`config.mk`:
```
export PLATFORM = sky130hd
export DESIGN_NAME = tt_um_hoene_frame_sequencer
export DESIGN_NICKNAME = d
export VERILOG_FILES = /design/src/rtl/tt_um_hoene_frame_sequencer.sv
export SDC_FILE = /design/constraint.sdc
export NUM_CORES = 1
export LEC_CHECK = 0
export CORE_MARGIN = 3
export CORE_UTILIZATION = 57
export DETAILED_ROUTE_END_ITERATION = 7
export GPL_TIMING_DRIVEN = 1
export MAX_ROUTING_LAYER = met4
export PLACE_DENSITY = 0.79
export SKIP_CTS_REPAIR_TIMING = 1
export SLEW_MARGIN = 20
export SYNTH_ARGS = -nofsm -noshare
export SYNTH_HDL_FRONTEND = slang
export SYNTH_SLANG_ARGS = --single-unit
```
`constraint.sdc`:
```
create_clock -name clk -period 2.34 [get_ports clk]
set_input_delay 0.351 -clock clk [delete_from_list [all_inputs] [get_ports clk]]
set_output_delay 0.351 -clock clk [all_outputs]
set_load 0.05 [all_outputs]
```
`src/rtl/tt_um_hoene_frame_sequencer.sv`:
```
// Smart-LED frame sequencer: decodes pulse-width bits, keeps the first NUM_BITS, forwards the rest.
// Optional stuck-high abort and sticky error flag: define FRAME_SEQUENCER_STUCK_EN.
module tt_um_hoene_frame_sequencer #(
  parameter int T1H_MIN      = 30,
  parameter int RESET_CYCLES = 2500,
  parameter int NUM_BITS     = 24
) (
  input  logic                clk,
  input  logic                rst_n,
  input  logic                din,
  output logic                dout,
  output logic [NUM_BITS-1:0] color,
  output logic                frame_valid,
  output logic                busy,
  output logic                error
);

  localparam int CW = $clog2(RESET_CYCLES) + 1;
  localparam int BW = $clog2(NUM_BITS + 1);

  localparam logic [CW-1:0] CNT_MAX  = {CW{1'b1}};
  localparam logic [CW-1:0] CNT_ZERO = {CW{1'b0}};
  localparam logic [CW-1:0] CNT_ONE  = CW'(1);
  localparam logic [CW-1:0] T1H_C    = CW'(T1H_MIN);
  localparam logic [CW-1:0] GAP_LAST = CW'(RESET_CYCLES - 1);
  localparam logic [BW-1:0] BIT_ZERO = {BW{1'b0}};
  localparam logic [BW-1:0] BIT_ONE  = BW'(1);
  localparam logic [BW-1:0] BITS_C   = BW'(NUM_BITS);

  typedef enum logic [1:0] {
    IDLE    = 2'd0,
    HIGH    = 2'd1,
    LOW     = 2'd2,
    FORWARD = 2'd3
  } state_e;

  state_e              state_q, state_d;
  logic                din_q;
  logic [CW-1:0]       hi_cnt_q, hi_cnt_d;
  logic [CW-1:0]       lo_cnt_q, lo_cnt_d;
  logic [BW-1:0]       bit_cnt_q, bit_cnt_d;
  logic [NUM_BITS-1:0] shreg_q, shreg_d;
  logic                dout_q, dout_d;
  logic [NUM_BITS-1:0] color_q, color_d;
  logic                frame_valid_q, frame_valid_d;
  logic                busy_q, busy_d;

  logic                rise_s, fall_s, gap_s, bit_s;
  logic [CW-1:0]       hi_inc_s, lo_inc_s;
  logic [BW-1:0]       bit_nxt_s;

`ifdef FRAME_SEQUENCER_STUCK_EN
  logic                error_q, error_d;
  logic                stuck_s;
`endif

  // Next-state and next-output computation for every register
  always_comb begin
    rise_s    = din & ~din_q;
    fall_s    = ~din & din_q;
    hi_inc_s  = (hi_cnt_q == CNT_MAX) ? hi_cnt_q : hi_cnt_q + CNT_ONE;
    lo_inc_s  = (lo_cnt_q == CNT_MAX) ? lo_cnt_q : lo_cnt_q + CNT_ONE;
    gap_s     = ~din & (lo_cnt_q == GAP_LAST);
    bit_s     = (hi_cnt_q >= T1H_C);
    bit_nxt_s = bit_cnt_q + BIT_ONE;

    state_d       = state_q;
    // The rising-edge sample is itself the first high cycle of the pulse
    hi_cnt_d      = din ? (rise_s ? CNT_ONE : hi_inc_s) : CNT_ZERO;
    lo_cnt_d      = din ? CNT_ZERO : lo_inc_s;
    bit_cnt_d     = bit_cnt_q;
    shreg_d       = shreg_q;
    dout_d        = 1'b0;
    color_d       = color_q;
    frame_valid_d = 1'b0;
`ifdef FRAME_SEQUENCER_STUCK_EN
    error_d       = error_q;
    stuck_s       = din & (hi_cnt_q == GAP_LAST);
`endif

    case (state_q)
      IDLE: begin
        if (rise_s) begin
          state_d   = HIGH;
          bit_cnt_d = BIT_ZERO;
          shreg_d   = {NUM_BITS{1'b0}};
        end else begin
          state_d   = IDLE;
        end
      end
      HIGH: begin
        if (fall_s) begin
          shreg_d   = {shreg_q[NUM_BITS-2:0], bit_s};
          bit_cnt_d = bit_nxt_s;
          state_d   = (bit_nxt_s == BITS_C) ? FORWARD : LOW;
`ifdef FRAME_SEQUENCER_STUCK_EN
        end else if (stuck_s) begin
          state_d   = IDLE;
          error_d   = 1'b1;
`endif
        end else begin
          state_d   = HIGH;
        end
      end
      LOW: begin
        // A gap here always means a partial frame, so the shift register is dropped
        if (gap_s) begin
          state_d = IDLE;
        end else if (rise_s) begin
          state_d = HIGH;
        end else begin
          state_d = LOW;
        end
      end
      FORWARD: begin
        dout_d = din_q;
        if (gap_s) begin
          state_d = IDLE;
          if (bit_cnt_q == BITS_C) begin
            color_d       = shreg_q;
            frame_valid_d = 1'b1;
          end else begin
            color_d       = color_q;
          end
`ifdef FRAME_SEQUENCER_STUCK_EN
        end else if (stuck_s) begin
          state_d = IDLE;
          dout_d  = 1'b0;
          error_d = 1'b1;
`endif
        end else begin
          state_d = FORWARD;
        end
      end
      default: begin
        state_d = IDLE;
      end
    endcase

    busy_d = (state_d != IDLE);
  end

  // State and output registers with synchronous active-low reset
  always_ff @(posedge clk) begin
    if (!rst_n) begin
      state_q       <= IDLE;
      din_q         <= 1'b0;
      hi_cnt_q      <= CNT_ZERO;
      lo_cnt_q      <= CNT_ZERO;
      bit_cnt_q     <= BIT_ZERO;
      shreg_q       <= {NUM_BITS{1'b0}};
      dout_q        <= 1'b0;
      color_q       <= {NUM_BITS{1'b0}};
      frame_valid_q <= 1'b0;
      busy_q        <= 1'b0;
`ifdef FRAME_SEQUENCER_STUCK_EN
      error_q       <= 1'b0;
`endif
    end else begin
      state_q       <= state_d;
      din_q         <= din;
      hi_cnt_q      <= hi_cnt_d;
      lo_cnt_q      <= lo_cnt_d;
      bit_cnt_q     <= bit_cnt_d;
      shreg_q       <= shreg_d;
      dout_q        <= dout_d;
      color_q       <= color_d;
      frame_valid_q <= frame_valid_d;
      busy_q        <= busy_d;
`ifdef FRAME_SEQUENCER_STUCK_EN
      error_q       <= error_d;
`endif
    end
  end

  assign dout        = dout_q;
  assign color       = color_q;
  assign frame_valid = frame_valid_q;
  assign busy        = busy_q;
`ifdef FRAME_SEQUENCER_STUCK_EN
  assign error       = error_q;
`else
  assign error       = 1'b0;
`endif

endmodule

```
**Yosys cells after proc, flatten, opt, wreduce, memory -nomap -nowiden**

Index checks and enable logic that the tools add are counted.

- $add $sub $neg: 3
- $lt $le $gt $ge: 1
- Eq/ne operators: 11
- Mux-type cells: 16
- Bitwise gates (word level): 6
- Reduce and logical (&&, ||, !) cells: 10

Operators by type and width:

| cell | count |
|---|---|
| 24-bit two-way mux | 2 |
| 24-bit one-hot mux with 2 select lines | 1 |
| 13-bit by 1-bit adder with 13-bit output (second input constant) | 2 |
| 13-bit == test (second input constant) | 2 |
| 13-bit by 12-bit == test with 1-bit output (second input constant) | 1 |
| 13-bit by 5-bit greater-or-equal comparator with 1-bit output (second input constant) | 1 |
| 5-bit == test (second input constant) | 2 |
| 5-bit two-way mux | 2 |
| 5-bit one-hot mux with 2 select lines | 1 |
| 3-bit AND reduction | 3 |
| 2-bit two-way mux | 4 |
| 2-bit one-hot mux with 4 select lines | 1 |
| 2-bit inequality test (second input constant) | 3 |
| 5-bit by 1-bit adder with 5-bit output (second input constant) | 1 |
| 1-bit two-way mux | 5 |
| 2-bit == test (second input constant) | 2 |
| 2-bit AND reduction | 2 |
| 2-bit nonzero test | 2 |
| 1-bit AND | 3 |
| 1-bit NOT | 3 |
| 3-bit OR reduction | 1 |
| 2-bit by 1-bit == test with 1-bit output (second input constant) | 1 |
| 2-bit logical NOT | 1 |
| 2-bit OR reduction | 1 |

- Register bits: 85
- Input port bits: 3
- Output and inout bits: 28
- Word-level logic and storage cells: 58

**Depth between registers and ports, before layout**

- Depth after elaboration: 6
- Gate-level depth with buffers: 7
- Depth with buffers taken out: 6

**Worst setup path before layout**

Ideal clock, no wire load.

- Path kind: reg2reg
- From: reg lo_cnt_q[0]
- To: reg color_q[10], in the netlist color[10]
- Library setup time: 0.072 ns
- Data arrival time: 1.628 ns
- Data required time: 2.268 ns
- Path slack: 0.641 ns
- Stages on the path, launching flop included: 8
- Buffers on the path: 2
- Period minus slack after synthesis: 1.699 ns
- Cells stage by stage: dfxtp_1 -> ha_1 -> nor2b_1 -> nand4b_2 -> nor4b_2 -> buf_6 -> buf_12 -> mux2i_1

- Word-level cells in the longest chain between the ends: 3

RTL lines:

| what | RTL line | source |
|---|---|---|
| from (decl) | 40 | `logic [CW-1:0] lo_cnt_q, lo_cnt_d;` |
| from (signal assigned) | 163 | `lo_cnt_q <= lo_cnt_d;` |
| 13-bit by 12-bit == test with 1-bit output | 63 | `gap_s = ~din & (lo_cnt_q == GAP_LAST);` |
| 1-bit AND | 63 |  |
| 3-bit AND reduction (no source line) | -- |  |
| to (signal assigned) | 153 | `color_q <= {NUM_BITS{1'b0}};` |
| to (signal assigned) | 167 | `color_q <= color_d;` |
| to (decl) | 44 | `logic [NUM_BITS-1:0] color_q, color_d;` |

No other way between the ends.
A chain may end at the register's enable or synchronous reset.

**Final worst setup path**

- From: reg lo_cnt_q[0]
- To: reg color_q[4], in the netlist color[4]

The elaborated chain is that of the path after synthesis.

==> results.yml <==
grt:
  grt_pass1_wl_um: 12470
  antenna_found_initial: 0
  grt_max_degree: 54
  gr-total-overflow: 0
  track_usage_pct: 21.00
  grt_pass1_vias: 2837
worst_setup_path:
  cp-end-kind: "register"
  cp_top_family: "simple AND/OR/NAND/NOR gates"
  critPathLaunch: "lo_cnt_q[0]"
  critPathMaxFanout: 25
  cp_slowest_cell: "dfxtp_1"
  max_stage_delay_ns: 0.37
  startpoint_type: "register"
  worstRegToRegCells: 6
  crit_type: "register to register"
  crit_buf_inv: 1
  worstPathCellList: "ha_1 > nor2b_1 > nand4b_2 > nor4b_4 > buf_12 > mux2i_1"
  reg2reg_to: "color[4]"
  cp.depth: 6
  worst-r2r-setup-slack_ns: 0.42
  arrival_ns: 2.21
  r2r_start: "lo_cnt_q[0]"
  required_ns: 2.62
timing:
  maxSlewViolCount: 0
  max_freq_mhz: 519.7
  fin_worst_skew_ns: 0.01401
  hold_viol_final: 0
  setup_viol: 0
  slew_headroom_pct: 66.36
  post-route-min-period_ns: 1.924
  finalSetupTns_ns: 0
  tightest_slew_ns: 0.5031
  hold_slack_ns: 0.3175
  rsz0062_at_grt: "no"
  fin_ws_ns: 0.4156
  timing.final.crit_share_pct: 82.24
logic_synthesis:
  yosysWarnings: 0
  synth_top_family_by_area: "simple AND/OR/NAND/NOR gates"
  yosysSeqAreaShare_pct: 46.42
  synthMuxAreaShare_pct: 7.372
  netlist_area_mm2: 0.003666
  async_flop_share_pct: 0
  yosys.cell_types.count: 50
  synth_edf_count: 0
  synth-adder-area-share_pct: 1.706
  synth_top_area_share_pct: 46.42
  synth_xor_area_share_pct: 0.2389
  synth-simple-area-share_pct: 25.53
  syn_nets: 431
  synth_compound_area_share_pct: 13.96
  synth_area_leaders: "dfxtp_1 46%, nand2_1 9.3%, mux2i_1 7.4%"
  ys_ff_latch: 85
  synth_largest_area_cell: "dfxtp_1"
  syn_inst: 423
  ys.flop_type: "dfxtp_1"
  syn_avg_cell_area_um2: 8.667
placed_design:
  portBuffers: 29
  placed_area_mm2: 0.003975
  dp_hpwl_um: 4716
  dpl.cell_count: 507
  gp_congestion: 0.8572
  post-place-ws_ns: 0.2084
floorplan:
  start_util_pct: 60.49
  core_mm2: 0.006061
  fp.dieW_um: 86.20
  die_height_um: 86.20
  io_pins: 31
  fp.dieArea_mm2: 0.007430
  row_count: 28
finish:
  fin_area_mm2: 0.004143
  syn2layout_area_growth_pct: 13.00
  fin_util_pct: 68.35
  finalNetCount: 451
  diodes: 0
  finalNonFillerCells: 523
  layout-drive-gt1-share_pct: 7.143
routing:
  viasPerCell: 5.843
  finalWirelength_um: 6968
  drt_iter0_drc: 156
  firstDrtPassIters: 4
  vias: 3056
  ant_nets: 0
  wl_per_cell_um: 13.32
  drc: 0
pwr:
  power_mw: 2.495
  peakVddDrop_mv: 0.3432
  power_density_mw_per_mm2: 602.2
  power_leakage_nw: 1.403
worst_hold_path:
  min_from: "rst_n"
  hold_path_end: "din_q"
  whs_path_depth: 2
  hold_path.class: "primary input to register"
clock_network:
  clockBufferDepth: 2
  cts_tree: "yes"
  clock_latency_ns: 0.35
  cts_root_buf: "clkbuf_8"
  clk_pin_slew_worst_paths_ns: 0.09
  clock-sinks: 85
  cts_buffers: 9
  htree_num_levels: 3
run:
  cap_violations: 0
outcome:
  status: "completed"
final cells by class:
| type | instances | area, µm² |
|---|---|---|
| inverter | 4 | 15.01 |
| clock buffer | 10 | 127.6 |
| multi-input combinational | 307 | 1802 |
| sequential | 85 | 1702 |
| fill | 499 | 1918 |
| clock inverter | 6 | 40.04 |
| timing repair buffer | 36 | 362.8 |
| tap | 75 | 93.84 |
placed cells by master, fill, tap and decap left out, types with 3 or more instances in the layout:
cell	count
nand2b_1	4
o21ai_0	13
mux2i_1	27
clkinv_2	3
dfxtp_1	85
and3_1	11
a21oi_1	35
a31oi_1	19
nand4_1	3
and2_1	3
clkbuf_8	9
nand3_1	32
clkdlybuf4s50_1	28
buf_4	5
ha_1	5
a21o_1	3
and4_1	6
nand2_1	91
nor3_1	3
nor2_1	16
inv_1	4
logic make-up (layout without fill, tap and decap cells):
kind of cell             count (synthesis)  in the layout
buffers and inverters                   31             56
adder cells (fa/ha/maj)                  5              5
XOR/XNOR                                 1              1
other                                    1              1
multiplexers                            27             27
AND/OR/NAND/NOR                        188            188
AO/OA/AOI/OAI                           85             85
flip-flops                              85             85
report_power, final:
group          switching, mW  total, mW  leakage [nW]  internal [mW]
sequential            0.0118       1.47         0.686           1.45
clock                  0.512      0.896        0.0860          0.384
combinational         0.0963      0.134         0.631         0.0372
worst reg2reg max path, stage by stage, from the launching register on:
cell and delay [ns]:
dfxtp_1 0.37, ha_1 0.27, nor2b_1 0.20, nand4b_2 0.20, nor4b_4 0.34, buf_12 0.24
mux2i_1 0.24
state kept, by name, summed over array words and instances (netlist names):
signal	cells
shreg_q	24
state_q	2
bit_cnt_q	5
dout	1
hi_cnt_q	13
lo_cnt_q	13
frame_valid	1
din_q	1
color	24
busy	1
synthesized netlist by cell type, drive strengths merged, types with 2 or more instances:
master / number
nand2: 91
dfxtp: 85
a21oi: 36
nand3: 32
mux2i: 27
a31oi: 19
clkbuf: 18
nor2: 16
and3: 13
o21ai: 13
buf: 9
and4: 7
ha: 5
inv: 4
nand2b: 4
a21o: 3
and2: 3
nand4: 3
nor3: 3
nor4: 3
a211oi: 2
a311oi: 2
nand4b: 2
nor2b: 2
nor4b: 2
o31ai: 2
or4: 2
how the worst max path moves through the flow:
stage	end	slack, ns
2_1_floorplan	color[10]	0.64
3_3_place_gp	shreg_q[17]	0.26
3_5_place_dp	color[4]	0.21
4_1_cts	color[4]	0.39
5_1_grt	color[4]	0.22
6_report	color[4]	0.42
routing by layer:
metal  routed length, µm  global-route usage, %
met5                   0                      -
met2                3189                  32.73
met4                 106                  9.065
met1                3423                  27.12
met3                 249                  3.422
(Power assumes the default switching activity.)
